--- config.mk ---
export PLATFORM = sky130hd
export DESIGN_NAME = intr_arbiter
export DESIGN_NICKNAME = d
export VERILOG_FILES = /design/src/rtl/intr_pkg.sv /design/src/rtl/intr_sync.sv /design/src/rtl/intr_arbiter.sv
export SDC_FILE = /design/constraint.sdc
export NUM_CORES = 1
export LEC_CHECK = 0
export ABC_AREA = 1
export CAP_MARGIN = 20
export CORE_ASPECT_RATIO = 1.5
export CORE_UTILIZATION = 31
export DETAILED_ROUTE_END_ITERATION = 10
export SYNTH_ARGS = -nofsm -noshare
export SYNTH_HDL_FRONTEND = slang
export SYNTH_SLANG_ARGS = --single-unit
export TNS_END_PERCENT = 100
--- constraint.sdc ---
create_clock -name clk -period 3 [get_ports clk]
set_clock_uncertainty 0.05 [all_clocks]
set_input_delay 0.45 -clock clk [delete_from_list [all_inputs] [get_ports clk]]
set_output_delay 0.45 -clock clk [all_outputs]
set_load 0.05 [all_outputs]
--- src/rtl/intr_pkg.sv ---
// intr_pkg: shared source count, CP0-aligned level constants and priority helpers
package intr_pkg;
  localparam int NUM_SRC = 3;
  localparam logic [2:0] LVL_NONE = 3'd0;
  localparam logic [2:0] LVL_1 = 3'd1;
  localparam logic [2:0] LVL_2 = 3'd2;
  localparam logic [2:0] LVL_3 = 3'd3;
  function automatic logic [2:0] penc(input logic [NUM_SRC-1:0] v);
    penc = LVL_NONE;
    for (int k = 0; k < NUM_SRC; k++)
      if (v[k]) penc = 3'(k + 1);
  endfunction
  function automatic logic [NUM_SRC-1:0] lvl_bit(input logic [2:0] l);
    lvl_bit = '0;
    for (int k = 0; k < NUM_SRC; k++)
      lvl_bit[k] = (l == 3'(k + 1));
  endfunction
endpackage

--- src/rtl/intr_sync.sv ---
// intr_sync: per-line input capture and rising-edge pulse; INTR_SYNC_EN selects a
// two-flop synchroniser for asynchronous lines, otherwise a single input register.
module intr_sync (
  input  logic clk,
  input  logic rst,
  input  logic irq,
  output logic rise
);
`ifdef INTR_SYNC_EN
  logic s1, s2, hist;
  always_ff @(posedge clk)
    if (rst) begin
      s1 <= 1'b0;
      s2 <= 1'b0;
      hist <= 1'b0;
    end else begin
      s1 <= irq;
      s2 <= s1;
      hist <= s2;
    end
  assign rise = s2 & ~hist;
`else
  logic r, hist;
  always_ff @(posedge clk)
    if (rst) begin
      r <= 1'b0;
      hist <= 1'b0;
    end else begin
      r <= irq;
      hist <= r;
    end
  assign rise = r & ~hist;
`endif
endmodule

--- src/rtl/intr_arbiter.sv ---
// intr_arbiter: pending/in-service interrupt tracking feeding CP0's interruptSignal;
// INTR_SYNC_EN chooses the synchronised input path in intr_sync.
module intr_arbiter
  import intr_pkg::*;
#(
  parameter int LOST_W = 8
) (
  input  logic              clk,
  input  logic              rst,
  input  logic [2:0]        irq_in,
  input  logic [2:0]        sw_set,
  input  logic              int_en,
  input  logic              int_ack,
  input  logic              exc_taken,
  input  logic              eret,
  input  logic              lost_clr,
  output logic [2:0]        interruptSignal,
  output logic [2:0]        pending,
  output logic [2:0]        in_service,
  output logic [LOST_W-1:0] lost_cnt
);
  logic [NUM_SRC-1:0] rise, req, ack_clr, eret_clr, lost_hit;
  logic [2:0] top_is, cand;
  logic exc_flag;
  for (genvar i = 0; i < NUM_SRC; i++) begin : g_src
    intr_sync u_sync (.clk(clk), .rst(rst), .irq(irq_in[i]), .rise(rise[i]));
  end
  // eret and ack both look at start-of-cycle state; ack level always exceeds the popped top
  always_comb begin
    top_is = penc(in_service);
    cand = penc(pending);
    interruptSignal = (int_en && cand > top_is) ? cand : LVL_NONE;
    req = rise | sw_set;
    ack_clr = int_ack ? lvl_bit(interruptSignal) : '0;
    eret_clr = (eret && !exc_flag) ? lvl_bit(top_is) : '0;
    lost_hit = req & pending & ~ack_clr;
  end
  always_ff @(posedge clk)
    if (rst) begin
      pending <= '0;
      in_service <= '0;
      exc_flag <= 1'b0;
      lost_cnt <= '0;
    end else begin
      pending <= (pending & ~ack_clr) | req;
      in_service <= (in_service & ~eret_clr) | ack_clr;
      exc_flag <= (exc_flag & ~eret) | exc_taken;
      lost_cnt <= lost_clr ? '0 : (|lost_hit && lost_cnt != '1) ? lost_cnt + LOST_W'(1) : lost_cnt;
    end
endmodule

# Word-level counts from Yosys, hierarchy flattened
# Index checks and enable logic that the tools add are counted.
totals:
  register_bits: 21
  input_bits: 13
op_classes:
  add_sub_neg: 1
  n_lt_le_gt_ge: 1
  eq_ne: 7
  muxes: 9
  n_bitwise: 18
  reduce_logical: 6
op_table:
  columns: ["op", "n"]
  rows:
  - ["3-bit 2-to-1 mux", 7]
  - ["3-bit AND", 4]
  - ["3-bit by 2-bit equality test with 1-bit output, second input constant", 4]
  - ["3-bit OR", 3]
  - ["8-bit by 1-bit adder with 8-bit output, second input constant", 1]
  - ["8-bit inequality test, second input constant", 1]
  - ["3-bit by 1-bit equality test with 1-bit output, second input constant", 2]
  - ["3-bit NOT", 2]
  - ["1-bit AND", 4]
  - ["1-bit NOT", 4]
  - ["3-bit > comparator", 1]
  - ["1-bit logical AND", 3]
  - ["3-bit OR reduction", 1]
  - ["1-bit 2-to-1 mux", 2]
  - ["2-bit OR reduction", 1]
  - ["1-bit zero test", 1]
  - ["1-bit OR", 1]

# Longest topological paths before layout
depth:
  ltp_word: 12
  ltp_mapped: 16
  ltp_nobuf: 16

# Hierarchy
# A second synthesis with hierarchy kept.
hier_totals:
  cells_unflattened: 155
  area_unflattened_um2: 1092.3
modules_own_cells:
  columns: ["mod", "n_inst", "cells_each", "area_each_um2"]
  rows:
  - ["intr_arbiter", 1, 134, 915.9]
  - ["intr_sync", 3, 7, 58.8]

# Worst setup path before layout
# OpenSTA, ideal clock, no wires.
synth_path:
  kind: "register to register"
  startpoint: "register pending[2]"
  endpoint: "register lost_cnt[7]"
  setup_time_ps: 116
  arrival_time_ps: 2505
  t_required_ps: 2834
  path_slack_ps: 329
  path_stages_with_launch: 13
  path_buffers: 1
  cell_sequence: "dfxtp_1 -> nor2_1 -> inv_1 -> ha_1 -> nand3_2 -> nand3_2 -> nor2_2 -> nand3_2 -> nand2_2 -> nand3_2 -> buf_6 -> o21ai_0 -> nor2_1"
synth_between:
  elab_chain_cells: 10
  elab_cells_between_ends: 13
  cone_classes: "1 x order compare; 3 x eq/ne; 3 x mux; 3 x bitwise; 3 x reduce/logical"
synth_rtl:
  columns: ["item", "line", "source"]
  rows:
  - ["start, declared", "intr_arbiter.sv:18", "output logic [2:0] pending,"]
  - ["start signal, assigned", "intr_arbiter.sv:45", "pending <= (pending & ~ack_clr) | req;"]
  - ["3-bit 2-to-1 mux *", "intr_pkg.sv:11", "if (v[k]) penc = 3'(k + 1);"]
  - ["3-bit > comparator", "intr_arbiter.sv:32", "interruptSignal = (int_en && cand > top_is) ? cand : LVL_NONE;"]
  - ["1-bit logical AND", "intr_arbiter.sv:32", null]
  - ["3-bit 2-to-1 mux *", "intr_arbiter.sv:32", null]
  - ["net interruptSignal[0]", "intr_arbiter.sv:17", "output logic [2:0] interruptSignal,"]
  - ["3-bit by 1-bit equality test with 1-bit output / 3-bit by 2-bit equality test with 1-bit output (equally long branches)", "intr_pkg.sv:16", "lvl_bit[k] = (l == 3'(k + 1));"]
  - ["3-bit 2-to-1 mux *", "intr_arbiter.sv:34", "ack_clr = int_ack ? lvl_bit(interruptSignal) : '0;"]
  - ["3-bit NOT *", "intr_arbiter.sv:36", "lost_hit = req & pending & ~ack_clr;"]
  - ["3-bit AND *", "intr_arbiter.sv:36", null]
  - ["3-bit OR reduction *", "intr_arbiter.sv:48", "lost_cnt <= lost_clr ? '0 : (|lost_hit && lost_cnt != '1) ? lost_cnt + LOST_W'(1) : lost_cnt;"]
  - ["1-bit logical AND *", "intr_arbiter.sv:48", null]
  - ["end signal, assigned", "intr_arbiter.sv:48", null]
  - ["end, declared", "intr_arbiter.sv:20", "output logic [LOST_W-1:0] lost_cnt"]
# The timed path passes the listed nets; every way through them passes the cells marked *.
# A chain may end at the register's enable or synchronous reset.

# Worst setup path after layout
layout_path:
  startpoint: "register pending[1]"
  endpoint: "output interruptSignal[1]"
layout_between:
  elab_chain_cells: 5
layout_rtl:
  columns: ["item", "line"]
  rows:
  - ["3-bit 2-to-1 mux * (2 in series)", "intr_pkg.sv:11"]
  - ["3-bit > comparator", "intr_arbiter.sv:32"]
  - ["1-bit logical AND", "intr_arbiter.sv:32"]
  - ["3-bit 2-to-1 mux *", "intr_arbiter.sv:32"]
  - ["end, declared", "intr_arbiter.sv:17"]
# Mark *: on every way between the ends. The rest lies on a longest branch, timed or not.

==> impl_metrics.env <==
export IMPL_p_sw_share_pct=30.94
export IMPL_wl_met2_mm=1.149
export IMPL_grt_max_degree=15
export IMPL_relSlewSlack_pct=65.26
export IMPL_worst_pin_slew_ns=0.5192
export IMPL_ant_nets=0
export IMPL_min_path_type="reg2reg"
export IMPL_grtUsageTotal_pct=13.93
export IMPL_synthSimpleGateAreaFrac_pct=37.71
export IMPL_fp_coreArea_um2=3191
export IMPL_yosys_area_share_xor_xnor_pct=0.8353
export IMPL_die_y_um=73.23
export IMPL_final_util_pct=43.80
export IMPL_fin_cells=224
export IMPL_drive_above_1_share_pct=10.33
export IMPL_end_kind="output pin"
export IMPL_crit_buf_inv=2
export IMPL_fmax_mhz=367.3
export IMPL_p_sw_mw=0.1983
export IMPL_synth_top_area_cell="dfxtp_1"
export IMPL_maxSlewViolCount=0
export IMPL_cp_arrival_ns=2.22
export IMPL_synth_compound_area_share_pct=7.876
export IMPL_diodes=0
export IMPL_htreeDepth=1
export IMPL_gp_congestion=0.9037
export IMPL_grt_pass1_wl_mm=3.905
export IMPL_syn_area_per_cell_um2=6.765
export IMPL_drtIter0Drc=19
export IMPL_critPathTopFamily="simple AND/OR/NAND/NOR gates"
export IMPL_row_count=25
export IMPL_yosysWarningCount=0
export IMPL_top_layer="met4"
export IMPL_start_util_pct=32.86
export IMPL_hpwl_mm=1.785
export IMPL_setup_tns_final_ns=0
export IMPL_async_flop_share_pct=0
export IMPL_antenna_found_initial=0
export IMPL_synth_mux_area_share_pct=0
export IMPL_worstSetupPathType="reg2out"
export IMPL_drt_met1_wl_um=978
export IMPL_cellLeakagePower_nw=0.6048
export IMPL_nNetsFinal=200
export IMPL_internal_power_mw=0.4426
export IMPL_post_cts_setup_buffer_count=0
export IMPL_power_share_sequential_pct=47.0
export IMPL_cap_viol_max_count=0
export IMPL_synth_edf_count=0
export IMPL_num_vias=1041
export IMPL_synth_adder_area_share_pct=2.387
export IMPL_syn_to_final_growth_pct=33.29
export IMPL_critPathMostFrequentCell="nand2_1"
export IMPL_wirelength_mm=2.274
export IMPL_slowest_stage="dlygate4sd2_1"
export IMPL_yosysTopAreaCellShare_pct=40.10
export IMPL_power_density_nw_per_um2=458.5
export IMPL_fill_cells=347
export IMPL_hold_viol_final=0
export IMPL_die_area_um2=3624
export IMPL_drtPass1Iterations=4
export IMPL_synth_common_cells="37 x nor2_1, 25 x nand2_1, 21 x dfxtp_1, 21 x inv_1, 13 x a21oi_1"
export IMPL_wl_per_cell_um=10.15
export IMPL_cts_buffer_depth=2
export IMPL_worst_setup_path_start_kind="register"
export IMPL_critPathRequiredTime_ns=2.50
export IMPL_synth_cell_types=21
export IMPL_die_w_um=49.49
export IMPL_crit_fanout=4
export IMPL_synth_most_common_cell="nor2_1"
export IMPL_ys_seq_area_share_pct=40.10
export IMPL_clockRootBuffer="clkbuf_8"
export IMPL_synth_top_family_by_area="simple AND/OR/NAND/NOR gates"
export IMPL_met3_length_um=103
export IMPL_cts_tree="done"
export IMPL_io_pins=30
export IMPL_ys_ff_latch=21
export IMPL_portBuffers=28
export IMPL_clk_pin_slew_ns=0.07
export IMPL_rsz0062_at_grt="false"
export IMPL_setup_viol=0
export IMPL_status="complete, no violations"
export IMPL_grt_remaining_overflow=0
export IMPL_min_period_ns=2.723
export IMPL_ys_flop_type="dfxtp_1"
export IMPL_vdd_drop_max_v=0.0003648
export IMPL_pwr_share_clk_pct=28.2
export IMPL_period_share_pct=90.75
export IMPL_power_share_combinational_pct=24.9
export IMPL_numCtsBuffers=3
export IMPL_synth_top_cells_by_area="dfxtp_1 40%, nor2_1 13%, nand2_1 8.9%"
export IMPL_viasPerCell=4.647
export IMPL_first_global_vias=956
export IMPL_syn_num_nets=170
export IMPL_worstPathCellList="nor2_1, inv_1, ha_1, nand2_1, nand2_1, nand3_2, nor2_2, dlygate4sd2_1"
export IMPL_syn_cell_area_um2=1049
export IMPL_synth_cells=155
export IMPL_clk_latency_ns=0.25
export IMPL_cts_sinks=21
export IMPL_critPathMaxStageDelay_ns=0.53
export IMPL_placed_cells=220
export IMPL_drcViolationCount=0
[through the flow]
step | hold WS, ns | power, mW | worst slack (ns) | area (um2)
global route | 0.4088 | 0.6771 | 0.1792 | 1398
CTS | 0.3828 | 0.6500 | 0.2656 | 1398
finish | 0.3799 | 0.6408 | 0.2775 | 1398
global placement | 0.3676 | 0.4626 | 0.3990 | 1354
detailed placement | 0.3707 | 0.4673 | 0.2973 | 1354
floorplan | 0.3607 | 0.4193 | 0.3285 | 1049
[tightest hold or removal path: stages (launching register included)]
cell     delay [ns]
dfxtp_1        0.30
inv_1          0.06
nor2_1         0.04
[routing by layer]
| layer | global-route usage [%] | up-vias |
|---|---|---|
| li1 | - | 530 |
| met1 | 14.50 | 479 |
| met2 | 26.33 | 26 |
| met3 | 3.333 | 6 |
| met4 | 5.714 | 0 |
| met5 | 0 | - |
[power groups by stage]
stage               combinational [mW]  clock (mW)  sequential [mW]
global route                     0.173       0.202            0.303
detailed placement               0.160           0            0.307
floorplan                       0.0875           0            0.332
finish                           0.159       0.180            0.301
CTS                              0.160       0.189            0.301
global placement                 0.156           0            0.307
[worst paths after layout]
check	to	slack, ns	cells after the start	from
worst min-delay path	g_src[0].u_sync.hist$_SDFF_PP0_	0.38	2	g_src[0].u_sync.r$_SDFF_PP0_
worst max register to register	lost_cnt[1]$_SDFFE_PP0P_	0.51	14	pending[1]$_SDFF_PP0_
worst min register to register	g_src[0].u_sync.hist$_SDFF_PP0_	0.38	2	g_src[0].u_sync.r$_SDFF_PP0_
worst max-delay path	interruptSignal[1]	0.28	8	pending[1]$_SDFF_PP0_
[registers in the layout, summed over array words and instances, names as in the netlist]
register	count
g_src.u_sync.hist	3
pending	3
in_service	3
lost_cnt	8
exc_flag	1
g_src.u_sync.r	3
[cell type report]
| class | count | area [um2] | share of cell area, % |
|---|---|---|---|
| tap | 40 | 50.05 | 3.581 |
| sequential | 21 | 420.4 | 30.08 |
| inverter | 24 | 90.09 | 6.446 |
| multi-input combinational | 107 | 515.5 | 36.88 |
| timing repair buffer | 28 | 276.5 | 19.79 |
| clock buffer | 4 | 45.04 | 3.223 |
[cell families after synthesis]
kind of cell / Yosys count
simple gates: 87
buf+inv: 27
flops: 21
compound gates: 16
fa+ha+maj: 2
xor+xnor: 1
other cells: 1
[placed cells by master, fill, tap and decap left out, types with 2 or more instances in the layout]
master / n
a21oi_1: 13
clkbuf_8: 3
clkdlybuf4s50_1: 26
dfxtp_1: 21
ha_1: 2
inv_1: 21
inv_2: 3
nand2_1: 25
nand2_2: 3
nand3_1: 12
nand3_2: 4
nor2_1: 37
nor2_2: 2
o21ai_0: 2
or2_2: 2
[what timing repair did]
action                                  in CTS  in global routing
resized for setup                            1                  0
hold buffers                                 0                  0
endpoints found under the setup margin       1                  0
hold endpoints to repair                     0                  0
Power figures use the tool's default switching activity.
